$ cat config.mk
export PLATFORM = sky130hd
export DESIGN_NAME = backlight_frame_scheduler
export DESIGN_NICKNAME = d
export VERILOG_FILES = /design/src/rtl/backlight_frame_scheduler_pkg.sv /design/src/rtl/backlight_frame_scheduler_bl_zone_scale.sv /design/src/rtl/backlight_frame_scheduler.sv
export SDC_FILE = /design/constraint.sdc
export NUM_CORES = 1
export LEC_CHECK = 0
export ABC_AREA = 0
export CAP_MARGIN = 20
export CORE_MARGIN = 10
export CORE_UTILIZATION = 44
export DETAILED_ROUTE_END_ITERATION = 10
export GPL_ROUTABILITY_DRIVEN = 0
export PLACE_DENSITY_LB_ADDON = 0.15
export SLEW_MARGIN = 20
export SYNTH_ARGS = -nofsm -noshare
export SYNTH_HDL_FRONTEND = slang
export SYNTH_SLANG_ARGS = --single-unit
$ cat constraint.sdc
create_clock -name I_clk -period 2.1 [get_ports I_clk]
set_clock_uncertainty 0.15 [all_clocks]
set_input_delay 0.21 -clock I_clk [delete_from_list [all_inputs] [get_ports I_clk]]
set_output_delay 0.21 -clock I_clk [all_outputs]
set_load 0.05 [all_outputs]
$ cat src/rtl/backlight_frame_scheduler_pkg.sv
// Shared types and constants for the backlight frame scheduler.
// Holds the FSM state enum, zone address width and parameter defaults.
package backlight_frame_scheduler_pkg;

  localparam int ZONE_ADDR_W   = 9;
  localparam int ZONES_DEF     = 360;
  localparam int MIN_LEVEL_DEF = 8;

  typedef enum logic [1:0] {
    S_IDLE,
    S_COPY,
    S_DRAIN,
    S_PEND
  } bl_state_e;

endpackage

$ cat src/rtl/backlight_frame_scheduler_bl_zone_scale.sv
// bl_zone_scale: one-register scale-and-floor stage for zone values.
// Optional macro: BL_BRIGHT_SCALE_EN (scale by brightness, floor at MIN_LEVEL).
// Ports:
//   I_clk, I_rst        clock, synchronous active-high reset
//   in_vld/addr/data    zone read result (data valid with in_vld)
//   bright              latched ambient brightness
//   out_vld/addr/data   registered write request
module bl_zone_scale
  import backlight_frame_scheduler_pkg::*;
#(
  parameter int MIN_LEVEL = MIN_LEVEL_DEF
) (
  input  logic                   I_clk,
  input  logic                   I_rst,
  input  logic                   in_vld,
  input  logic [ZONE_ADDR_W-1:0] in_addr,
  input  logic [7:0]             in_data,
  input  logic [7:0]             bright,
  output logic                   out_vld,
  output logic [ZONE_ADDR_W-1:0] out_addr,
  output logic [7:0]             out_data
);

  logic [7:0] data_d;

`ifdef BL_BRIGHT_SCALE_EN
  // 255 * 256 fits in 16 bits, so the >>8 result never exceeds 8 bits.
  logic [15:0] prod;
  logic [7:0]  scaled;
  logic [7:0]  floor_lvl;

  assign floor_lvl = 8'(MIN_LEVEL);
  assign prod      = 16'(in_data) * (16'(bright) + 16'd1);
  assign scaled    = 8'(prod >> 8);

  // Zero stays dark; any lit zone is kept at least at the floor.
  always_comb begin
    data_d = scaled;
    if (scaled != 8'd0 && scaled < floor_lvl)
      data_d = floor_lvl;
  end
`else
  logic unused_bright;

  assign unused_bright = ^bright;
  assign data_d        = in_data;
`endif

  always_ff @(posedge I_clk) begin
    if (I_rst) begin
      out_vld  <= 1'b0;
      out_addr <= '0;
      out_data <= '0;
    end else begin
      out_vld  <= in_vld;
      out_addr <= in_vld ? in_addr : '0;
      out_data <= in_vld ? data_d : 8'd0;
    end
  end

endmodule

$ cat src/rtl/backlight_frame_scheduler.sv
// backlight_frame_scheduler: copies zone averages into the ping-pong
// driver RAM and swaps banks on vsync once a full frame is written.
// Optional macro: BL_BRIGHT_SCALE_EN (brightness scaling in bl_zone_scale).
// Ports:
//   I_clk, I_rst          clock, synchronous active-high reset
//   I_vsync               frame sync level
//   I_calc_done           zone averages ready (1-cycle pulse)
//   I_bright              ambient brightness
//   O_rd_en/O_rd_addr     read request to average buffer
//   I_rd_data             read data, one cycle after O_rd_en
//   O_wr_en/addr/data     write into driver zone RAM
//   O_wr_bank/O_disp_bank bank being written / scanned out
//   O_busy                not idle
//   O_drop_cnt            saturating count of ignored I_calc_done
module backlight_frame_scheduler
  import backlight_frame_scheduler_pkg::*;
#(
  parameter int ZONES     = ZONES_DEF,
  parameter int MIN_LEVEL = MIN_LEVEL_DEF
) (
  input  logic                   I_clk,
  input  logic                   I_rst,
  input  logic                   I_vsync,
  input  logic                   I_calc_done,
  input  logic [7:0]             I_bright,
  output logic                   O_rd_en,
  output logic [ZONE_ADDR_W-1:0] O_rd_addr,
  input  logic [7:0]             I_rd_data,
  output logic                   O_wr_en,
  output logic [ZONE_ADDR_W-1:0] O_wr_addr,
  output logic [7:0]             O_wr_data,
  output logic                   O_wr_bank,
  output logic                   O_disp_bank,
  output logic                   O_busy,
  output logic [7:0]             O_drop_cnt
);

  localparam logic [ZONE_ADDR_W-1:0] LAST = ZONE_ADDR_W'(ZONES - 1);

  bl_state_e state_q;
  bl_state_e state_d;

  logic [ZONE_ADDR_W-1:0] rd_addr_q;
  logic [ZONE_ADDR_W-1:0] rd_addr_d1;
  logic                   rd_vld_q;
  logic [7:0]             bright_q;
  logic                   vs_q;
  logic                   vs_edge;
  logic                   last_rd;
  logic                   last_wr;
  logic                   swap;
  logic                   disp_q;
  logic [7:0]             drop_q;

  assign vs_edge = I_vsync & ~vs_q;
  assign last_rd = O_rd_en & (rd_addr_q == LAST);
  assign last_wr = O_wr_en & (O_wr_addr == LAST);
  assign swap    = (state_q == S_PEND) & vs_edge;

  // State register
  always_ff @(posedge I_clk) begin
    if (I_rst)
      state_q <= S_IDLE;
    else
      state_q <= state_d;
  end

  // Next-state logic
  always_comb begin
    state_d = state_q;
    unique case (state_q)
      S_IDLE:  if (I_calc_done) state_d = S_COPY;
      S_COPY:  if (last_rd)     state_d = S_DRAIN;
      S_DRAIN: if (last_wr)     state_d = S_PEND;
      S_PEND:  if (vs_edge)     state_d = S_IDLE;
      default:                  state_d = S_IDLE;
    endcase
  end

  // State-decoded outputs
  always_comb begin
    O_rd_en = 1'b0;
    O_busy  = 1'b1;
    unique case (1'b1)
      (state_q == S_IDLE): O_busy  = 1'b0;
      (state_q == S_COPY): O_rd_en = 1'b1;
      default:             O_busy  = 1'b1;
    endcase
  end

  // Read address walk and read-issued pipeline stage.
  always_ff @(posedge I_clk) begin
    if (I_rst) begin
      rd_addr_q  <= '0;
      rd_addr_d1 <= '0;
      rd_vld_q   <= 1'b0;
    end else begin
      if (O_rd_en && !last_rd)
        rd_addr_q <= rd_addr_q + 1'b1;
      else
        rd_addr_q <= '0;
      rd_vld_q   <= O_rd_en;
      rd_addr_d1 <= O_rd_en ? rd_addr_q : '0;
    end
  end

  // Vsync history, bank swap and drop counter.
  // A pulse landing on the swap cycle is still seen in PEND, so it drops.
  always_ff @(posedge I_clk) begin
    if (I_rst) begin
      vs_q   <= 1'b0;
      disp_q <= 1'b0;
      drop_q <= 8'd0;
    end else begin
      vs_q <= I_vsync;
      if (swap)
        disp_q <= ~disp_q;
      if (I_calc_done && state_q != S_IDLE && drop_q != 8'hFF)
        drop_q <= drop_q + 8'd1;
    end
  end

`ifdef BL_BRIGHT_SCALE_EN
  // Brightness frozen for the whole copy so a frame scales uniformly.
  always_ff @(posedge I_clk) begin
    if (I_rst)
      bright_q <= 8'd0;
    else if (state_q == S_IDLE && I_calc_done)
      bright_q <= I_bright;
  end
`else
  logic unused_bright;

  assign unused_bright = ^I_bright;
  assign bright_q      = 8'd0;
`endif

  bl_zone_scale #(
    .MIN_LEVEL (MIN_LEVEL)
  ) u_scale (
    .I_clk    (I_clk),
    .I_rst    (I_rst),
    .in_vld   (rd_vld_q),
    .in_addr  (rd_addr_d1),
    .in_data  (I_rd_data),
    .bright   (bright_q),
    .out_vld  (O_wr_en),
    .out_addr (O_wr_addr),
    .out_data (O_wr_data)
  );

  assign O_rd_addr   = rd_addr_q;
  assign O_disp_bank = disp_q;
  assign O_wr_bank   = ~disp_q;
  assign O_drop_cnt  = drop_q;

endmodule

==> results_dict.tcl, run 1 <==
set metrics [dict create \
    worst_ir_drop_vdd_mv 0.704 \
    drv_slew 0 \
    die-area_um2 6910 \
    path_cells "clkdlybuf4s50_1" \
    finalCriticalPeriod_ns 2.01 \
    synth_edf_count 0 \
    num_rows 22 \
    max_slew_margin_pct 45.3 \
    hp-class "flop to flop" \
    fmax_ghz 0.498 \
    grt_max_degree 19 \
    hold_path_depth 1 \
    grt_pass1_vias 1320 \
    ioPinCount 59 \
    hold_viol 0 \
    crit_path_top_delay_cell "clkdlybuf4s50_1" \
    final_util_pct 63.6 \
    clk_latency_ns 0.30 \
    finalSetupViolations 0 \
    seq_power_share_pct 47.0 \
    drt_first_pass_iters 5 \
    routed_wl_um 3710 \
    postCtsHoldBufs 0 \
    cts_buffer_depth 2 \
    cts-root-buf "clkbuf_8" \
    clkTransAtPathRegs_ns 0.09 \
    worst_pin_slew_ns 0.818 \
    start_kind "flop" \
    clock_sinks 49 \
    grt_setup_unrepaired "no" \
    grt_overflow_total 0 \
    syn_avg_cell_area_um2 10.5 \
    start_util_pct 46.5 \
    yosys_warnings 0 \
    crit_path_end_kind "primary output" \
    maxCapViolations 0 \
    dieHeight_um 83.1 \
    numPortBuffers 50 \
    grt_pass1_wl_um 6150 \
    coreArea_um2 3770 \
    ys_ff_latch 49 \
    die_x_um 83.1 \
    outcome "complete, no violations" \
    required_ns 1.74 \
    power_frac_comb_pct 27.2 \
    tns_ns 0 \
    wl_per_cell_um 13.6 \
    syn_area_um2 1750 \
    netlist.area_leader.share_pct 55.9 \
    path_max_fanout 7 \
    numCtsBuffers 5 \
    dpl.cell_count 264 \
    synth.area.top_cells "dfxtp_1, and2_1, ha_1, xor2_1, nor2_1" \
    synth_top_area_cell "dfxtp_1" \
    slowest_delay_ns 0.86 \
    antenna_cells 0 \
    final_antenna_net_count 0 \
    cts_resized 0 \
    antenna_found_initial 0 \
    arrival_ns 1.65 \
    p_leak_nw 0.905 \
    post-route-period-util_pct 95.7 \
    via_per_inst 4.84 \
    setup.worst_path.class "flop to primary output" \
    hpwl_um 2840 \
    htreeDepth 2 \
    internal_power_w 0.00144 \
    syn2layout_area_growth_pct 36.8 \
    synth_ff_type "dfxtp_1" \
    fin_nets 249 \
    synthArstFlopShare_pct 0 \
    critPathTopFamily "buffers and inverters" \
    r2r_cells 7 \
    post-cts-setup-buffers 0 \
    drtIter0Drc 41 \
    switchingPower_w 0.000747 \
    final_cells 272 \
    drive_gt1_share_pct 8.48 \
    ys_seq_area_share_pct 55.9 \
    cp.buffers_inverters 1 \
    syn_nets 193 \
    cts_tree "done" \
    p_per_area_nw_per_um2 911 \
    cp.depth 1 \
    drc 0 \
    p_sw_share_pct 34.2 \
    syn_inst 167 \
    clockPowerShare_pct 25.8 \
    grt_usage_pct 10.7 \
    vias 1317 \
    synthDistinctLibCells 35 \
]
## layer usage
layer	vias to the layer above	GRT usage, %	routed length, µm
met5	-	0	0
met2	46	17.2	1760
met3	3	4.79	294
li1	675	-	-
met4	0	4.92	32
met1	593	11.7	1620
## power groups by stage
stage | clock network [W] | registers, W | logic (W)
after floorplan | 0 | 0.00115 | 0.000305
after global placement | 0 | 0.00105 | 0.000578
after detailed placement | 0 | 0.00105 | 0.000597
after CTS | 0.000580 | 0.00103 | 0.000600
after global routing | 0.000614 | 0.00104 | 0.000641
final | 0.000564 | 0.00103 | 0.000594
## sequential cells by signal, summed over array words and instances, names as in the netlist
register and cells:
rd_addr_d1 9, u_scale.out_vld 1, O_drop_cnt 8, O_rd_addr 9, rd_vld_q 1, state_q 2, vs_q 1, u_scale.out_data 8
u_scale.out_addr 9, O_disp_bank 1
## final timing paths
kind                                    endpoint                     start  slack (ns)
setup / recovery                    O_rd_addr[3]   O_rd_addr[3]$_SDFF_PP0_        0.09
hold reg to reg   u_scale.out_addr[1]$_SDFF_PP0_  rd_addr_d1[1]$_SDFF_PP0_        0.28
hold / removal    u_scale.out_addr[1]$_SDFF_PP0_  rd_addr_d1[1]$_SDFF_PP0_        0.28
setup reg to reg      O_drop_cnt[5]$_SDFFE_PP0P_   state_q[0]$_SDFFE_PP0P_        0.22
## cells in the mapped netlist (2+ instances only)
cell and instances:
xor2_1 6, or3_1 3, nand2_1 8, mux2i_1 2, inv_1 5, nand3_1 4, nor2_1 11, or4_1 3
ha_1 6, xnor2_1 3, nand2b_1 2, and2_1 27, clkbuf_1 2, and2_2 2, nand4_1 4, dfxtp_1 49
a21oi_1 6, o21ai_0 3, o31ai_1 3, nor2b_1 3
## logic make-up after synthesis
logic type	count (synthesis)	share of synthesized area [%]
AND/OR/NAND/NOR	75	25.3
flip-flops	49	55.9
AO/OA/AOI/OAI	17	6.28
XOR/XNOR	9	4.49
buffers and inverters	9	2.57
adder cells (fa/ha/maj)	6	4.28
multiplexers	2	1.14
## placed cells by master (no fill, tap or decap), types with 2 or more instances in the layout
master,count
a21oi_1,6
and2_1,27
and2_2,2
buf_4,5
clkbuf_8,5
clkdlybuf4s50_1,48
dfxtp_1,49
ha_1,6
inv_1,5
mux2i_1,2
nand2_1,8
nand2b_1,2
nand3_1,4
nand4_1,4
nor2_1,11
nor2b_1,3
o21ai_0,3
o31ai_1,3
or3_1,3
or4_1,3
xnor2_1,3
xor2_1,6
## final cells by class
class | count | area [µm²]
fillers | 317 | 1370
flip-flops and latches | 49 | 981
multi-input cells | 109 | 728
repair buffers | 53 | 518
clock buffers | 5 | 68.8
well taps | 48 | 60.1
clock inverters | 3 | 25.0
inverters | 5 | 18.8
## through the flow
step                      power, W  hold slack (ns)  instance area, µm²  setup WS, ns
final                      0.00219            0.279                2400        0.0908
after global routing       0.00229            0.298                2400        0.0262
after CTS                  0.00221            0.279                2400        0.0696
after detailed placement   0.00165            0.262                2310         0.197
after global placement     0.00162            0.259                2310         0.241
after floorplan            0.00146            0.132                1750        0.0199
Note: power is estimated with default switching activity, not from simulation.
==> inputs of run 2 (changes only) <==
--- a/config.mk
+++ b/config.mk
@@ -7,8 +7,7 @@
 export LEC_CHECK = 0
 export ABC_AREA = 0
 export CAP_MARGIN = 20
-export CORE_MARGIN = 10
-export CORE_UTILIZATION = 44
+export CORE_UTILIZATION = 34
 export DETAILED_ROUTE_END_ITERATION = 10
 export GPL_ROUTABILITY_DRIVEN = 0
 export PLACE_DENSITY_LB_ADDON = 0.15
==> results_dict.tcl, run 2 (synthesized netlist as in run 1, its figures left out) <==
set metrics [dict create \
    setup.worst_path.class "flop to primary output" \
    start_kind "flop" \
    antenna_found_initial 0 \
    place_ws_ns 0.0377 \
    drtIter0Drc 46 \
    coreArea_um2 4850 \
    drc 0 \
    ioPinCount 59 \
    cts_buffer_depth 2 \
    r2r_slack_ns 0.21 \
    clk_latency_ns 0.30 \
    wl_per_cell_um 11.8 \
    grt_pass1_wl_um 5440 \
    hold_viol 0 \
    finalCriticalPeriod_ns 2.01 \
    max_slew_margin_pct 47.7 \
    hpwl_um 2490 \
    clkTransAtPathRegs_ns 0.09 \
    clock_sinks 49 \
    drt_first_pass_iters 4 \
    outcome "complete, no violations" \
    maxCapViolations 0 \
    worst_ir_drop_vdd_mv 0.578 \
    start_util_pct 36.2 \
    critPathTopFamily "buffers and inverters" \
    timing.final.ws_setup_ns 0.0870 \
    worst_pin_slew_ns 0.783 \
    grt_overflow_total 0 \
    grt_pass1_vias 1244 \
    numPortBuffers 50 \
    htreeDepth 2 \
    tns_ns 0 \
    cts-root-buf "clkbuf_8" \
    hp-class "flop to flop" \
    crit_path_end_kind "primary output" \
    final_antenna_net_count 0 \
    via_per_inst 4.66 \
    holdWs_ns 0.285 \
    die_x_um 73.8 \
    grt_max_degree 19 \
    fillers 453 \
    antenna_cells 0 \
    layout_common_cells "dfxtp_1, clkdlybuf4s50_1, and2_1, nor2_1, nand2_1" \
    syn2layout_area_growth_pct 39.4 \
    crit_path_top_delay_cell "clkdlybuf4s50_1" \
    p_leak_nw 0.914 \
    p_per_area_nw_per_um2 937 \
    drv_slew 0 \
    numCtsBuffers 5 \
    post-route-period-util_pct 95.9 \
    required_ns 1.74 \
    die-area_um2 5450 \
    layout_commonest_cell "dfxtp_1" \
    cts_resized 0 \
    cp.buffers_inverters 1 \
    fin_nets 249 \
    vias 1355 \
    grt_setup_unrepaired "no" \
    finalSetupViolations 0 \
    cts_tree "done" \
    path_max_fanout 7 \
    arrival_ns 1.65 \
    grt_usage_pct 13.4 \
    drive_gt1_share_pct 8.48 \
    dieHeight_um 73.8 \
    slowest_delay_ns 0.87 \
    path_cells "clkdlybuf4s50_1" \
    num_rows 25 \
    fmax_ghz 0.497 \
    routed_wl_um 3450 \
]
[run 2: cell count changes in the layout (fill, tap and decap cells not counted), sizes merged]
cell,previous run,this run
inv,6,5
bufinv,0,1
[run 2: report_power, final]
group / internal (W) / switching [W] / total (W)
Combinational: 0.000213 / 0.000381 / 0.000594
Clock: 0.000356 / 0.000311 / 0.000667
Sequential: 0.000986 / 0.0000429 / 0.00103
[run 2: per-layer routing]
| layer | vias up | wire length [µm] | global-route usage, % |
|---|---|---|---|
| li1 | 671 | - | - |
| met1 | 627 | 1530 | 15.3 |
| met2 | 50 | 1650 | 22.6 |
| met3 | 7 | 207 | 3.57 |
| met4 | 0 | 63 | 7.05 |
| met5 | - | 0 | 0 |
[run 2: stage by stage]
step | cells | power [W] | utilization (%) | instance area [µm²]
2_1_floorplan | 167 | 0.00146 | - | 1750
5_1_grt | 291 | 0.00241 | 50.4 | 2440
4_1_cts | 290 | 0.00231 | 50.3 | 2440
3_3_place_gp | 282 | 0.00161 | 47.9 | 2320
6_report | 291 | 0.00229 | 50.4 | 2440
3_5_place_dp | 282 | 0.00164 | 47.9 | 2320
[run 2: final cells by class]
type	instances	area, µm²	share of cell area [%]
sequential	49	981	40.1
multi-input combinational	109	728	29.8
clock buffer	5	68.8	2.81
tap	67	83.8	3.43
inverter	5	18.8	0.768
timing repair buffer	53	518	21.2
clock inverter	3	46.3	1.89
[run 2: worst paths after layout]
kind,cells past startpoint,start,end
max,1,O_rd_addr[3]$_SDFF_PP0_,O_rd_addr[3]
min,1,rd_addr_d1[1]$_SDFF_PP0_,u_scale.out_addr[1]$_SDFF_PP0_
max reg2reg,7,state_q[0]$_SDFFE_PP0P_,O_drop_cnt[5]$_SDFFE_PP0P_
min reg2reg,1,rd_addr_d1[1]$_SDFF_PP0_,u_scale.out_addr[1]$_SDFF_PP0_
[run 2: repair_timing]
item / in CTS / in global routing
hold buffers: 0 / 0
setup endpoints to repair: 0 / 8
buffers inserted: 0 / 1
==> inputs of run 3 (changes only) <==
--- a/config.mk
+++ b/config.mk
@@ -11,6 +11,7 @@
 export DETAILED_ROUTE_END_ITERATION = 10
 export GPL_ROUTABILITY_DRIVEN = 0
 export PLACE_DENSITY_LB_ADDON = 0.15
+export RECOVER_POWER = 50
 export SLEW_MARGIN = 20
 export SYNTH_ARGS = -nofsm -noshare
 export SYNTH_HDL_FRONTEND = slang
==> results_dict.tcl, run 3 (synthesized netlist as in run 1, its figures left out) <==
set metrics [dict create \
    p_sw_share_pct 32.4 \
    hold_viol 0 \
    wl_per_cell_um 11.7 \
    hpwl_um 2490 \
    syn2layout_area_growth_pct 38.4 \
    finalCriticalPeriod_ns 2.02 \
    grt_pass1_vias 1244 \
    hp-class "flop to flop" \
    numCtsBuffers 5 \
    grt_pass1_wl_um 5440 \
    maxCapViolations 0 \
    die-area_um2 5450 \
    final_antenna_net_count 0 \
    outcome "complete, no violations" \
    clkTransAtPathRegs_ns 0.09 \
    drc 0 \
    drtIter0Drc 38 \
    seq_power_share_pct 45.5 \
    cts_resized 0 \
    slowest_delay_ns 0.87 \
    htreeDepth 2 \
    path_max_fanout 7 \
    start_util_pct 36.2 \
    power_frac_comb_pct 25.0 \
    layout_common_cells "dfxtp_1, clkdlybuf4s50_1, and2_1, and2_0, nor2_1" \
    cp.buffers_inverters 1 \
    critPathTopFamily "buffers and inverters" \
    routed_wl_um 3390 \
    tns_ns 0 \
    use_met2_pct 22.6 \
    cts_tree "done" \
    final_area_um2 2430 \
    drv_slew 0 \
    ioPinCount 59 \
    antenna_cells 0 \
    fillers 457 \
    grt_overflow_total 0 \
    finalSetupViolations 0 \
    drt_first_pass_iters 4 \
    grt.busiest_layer "met2" \
    clk_latency_ns 0.30 \
    worst_pin_slew_ns 0.822 \
    numPortBuffers 50 \
    setup.worst_path.class "flop to primary output" \
    path_cells "clkdlybuf4s50_1" \
    cts_buffer_depth 2 \
    cts-root-buf "clkbuf_8" \
    arrival_ns 1.66 \
    dpl.cell_count 282 \
    fin_nets 249 \
    switchingPower_w 0.000732 \
    multi_input_comb_area_um2 728 \
    coreArea_um2 4850 \
    p_per_area_nw_per_um2 931 \
    crit_path_top_delay_cell "clkdlybuf4s50_1" \
    start_kind "flop" \
    p_leak_nw 0.888 \
    dieHeight_um 73.8 \
    drive_gt1_share_pct 7.14 \
    internal_power_w 0.00153 \
    required_ns 1.74 \
    clockPowerShare_pct 29.5 \
    post-route-period-util_pct 96.0 \
    grtUsageMet3_pct 3.57 \
    grt_max_degree 19 \
    die_x_um 73.8 \
    total_power_w 0.00226 \
    worst_ir_drop_vdd_mv 0.535 \
    use_met1_pct 15.3 \
    dpl_cell_area_um2 2320 \
    final_cells 291 \
    final_util_pct 50.1 \
    grt_setup_unrepaired "no" \
    num_rows 25 \
    antenna_found_initial 0 \
    via_per_inst 4.62 \
    max_slew_margin_pct 45.1 \
    layout_commonest_cell "dfxtp_1" \
    grt_usage_pct 13.4 \
    fmax_ghz 0.496 \
    crit_path_end_kind "primary output" \
    vias 1343 \
    clock_sinks 49 \
    regArea_um2 981 \
]
run 3: metrics by stage:
stage / worst slack, ns / hold slack [ns]
after floorplan: 0.0199 / 0.132
after global placement: 0.120 / 0.261
after detailed placement: 0.0377 / 0.264
after CTS: 0.0295 / 0.288
after global routing: 0.0291 / 0.304
final: 0.0832 / 0.285
run 3: per-layer routing:
layer	part of all wire [%]	vias up
li1	-	672
met1	44	620
met2	48	44
met3	5.9	7
met4	1.9	0
met5	0	-
run 3: worst paths after layout:
kind                               endpoint  depth (start not counted)  slack (ns)                startpoint
min reg2reg  u_scale.out_addr[1]$_SDFF_PP0_                          1        0.28  rd_addr_d1[1]$_SDFF_PP0_
max reg2reg      O_drop_cnt[7]$_SDFFE_PP0P_                          7        0.14   state_q[0]$_SDFFE_PP0P_
min          u_scale.out_addr[1]$_SDFF_PP0_                          1        0.28  rd_addr_d1[1]$_SDFF_PP0_
max                            O_rd_addr[3]                          1        0.08   O_rd_addr[3]$_SDFF_PP0_
run 3: what timing repair did:
item,CTS,global route
setup endpoints to repair,0,8
endpoints found under the hold margin,0,0
setup buffers,0,1
hold buffers,0,0
run 3: layout make-up:
class	instances	share of cell area, %
Timing Repair Buffer	53	20.7
Multi-Input combinational cell	109	30.0
Clock buffer	5	2.83
Tap cell	67	3.45
Clock inverter	3	1.91
Inverter	5	0.773
Sequential cell	49	40.4
run 3: power groups by stage:
stage          Sequential, W  Clock, W  Combinational, W
3_5_place_dp         0.00105         0          0.000586
6_report             0.00103  0.000666          0.000565
3_3_place_gp         0.00105         0          0.000569
2_1_floorplan        0.00115         0          0.000305
5_1_grt              0.00104  0.000723          0.000618
4_1_cts              0.00103  0.000690          0.000589
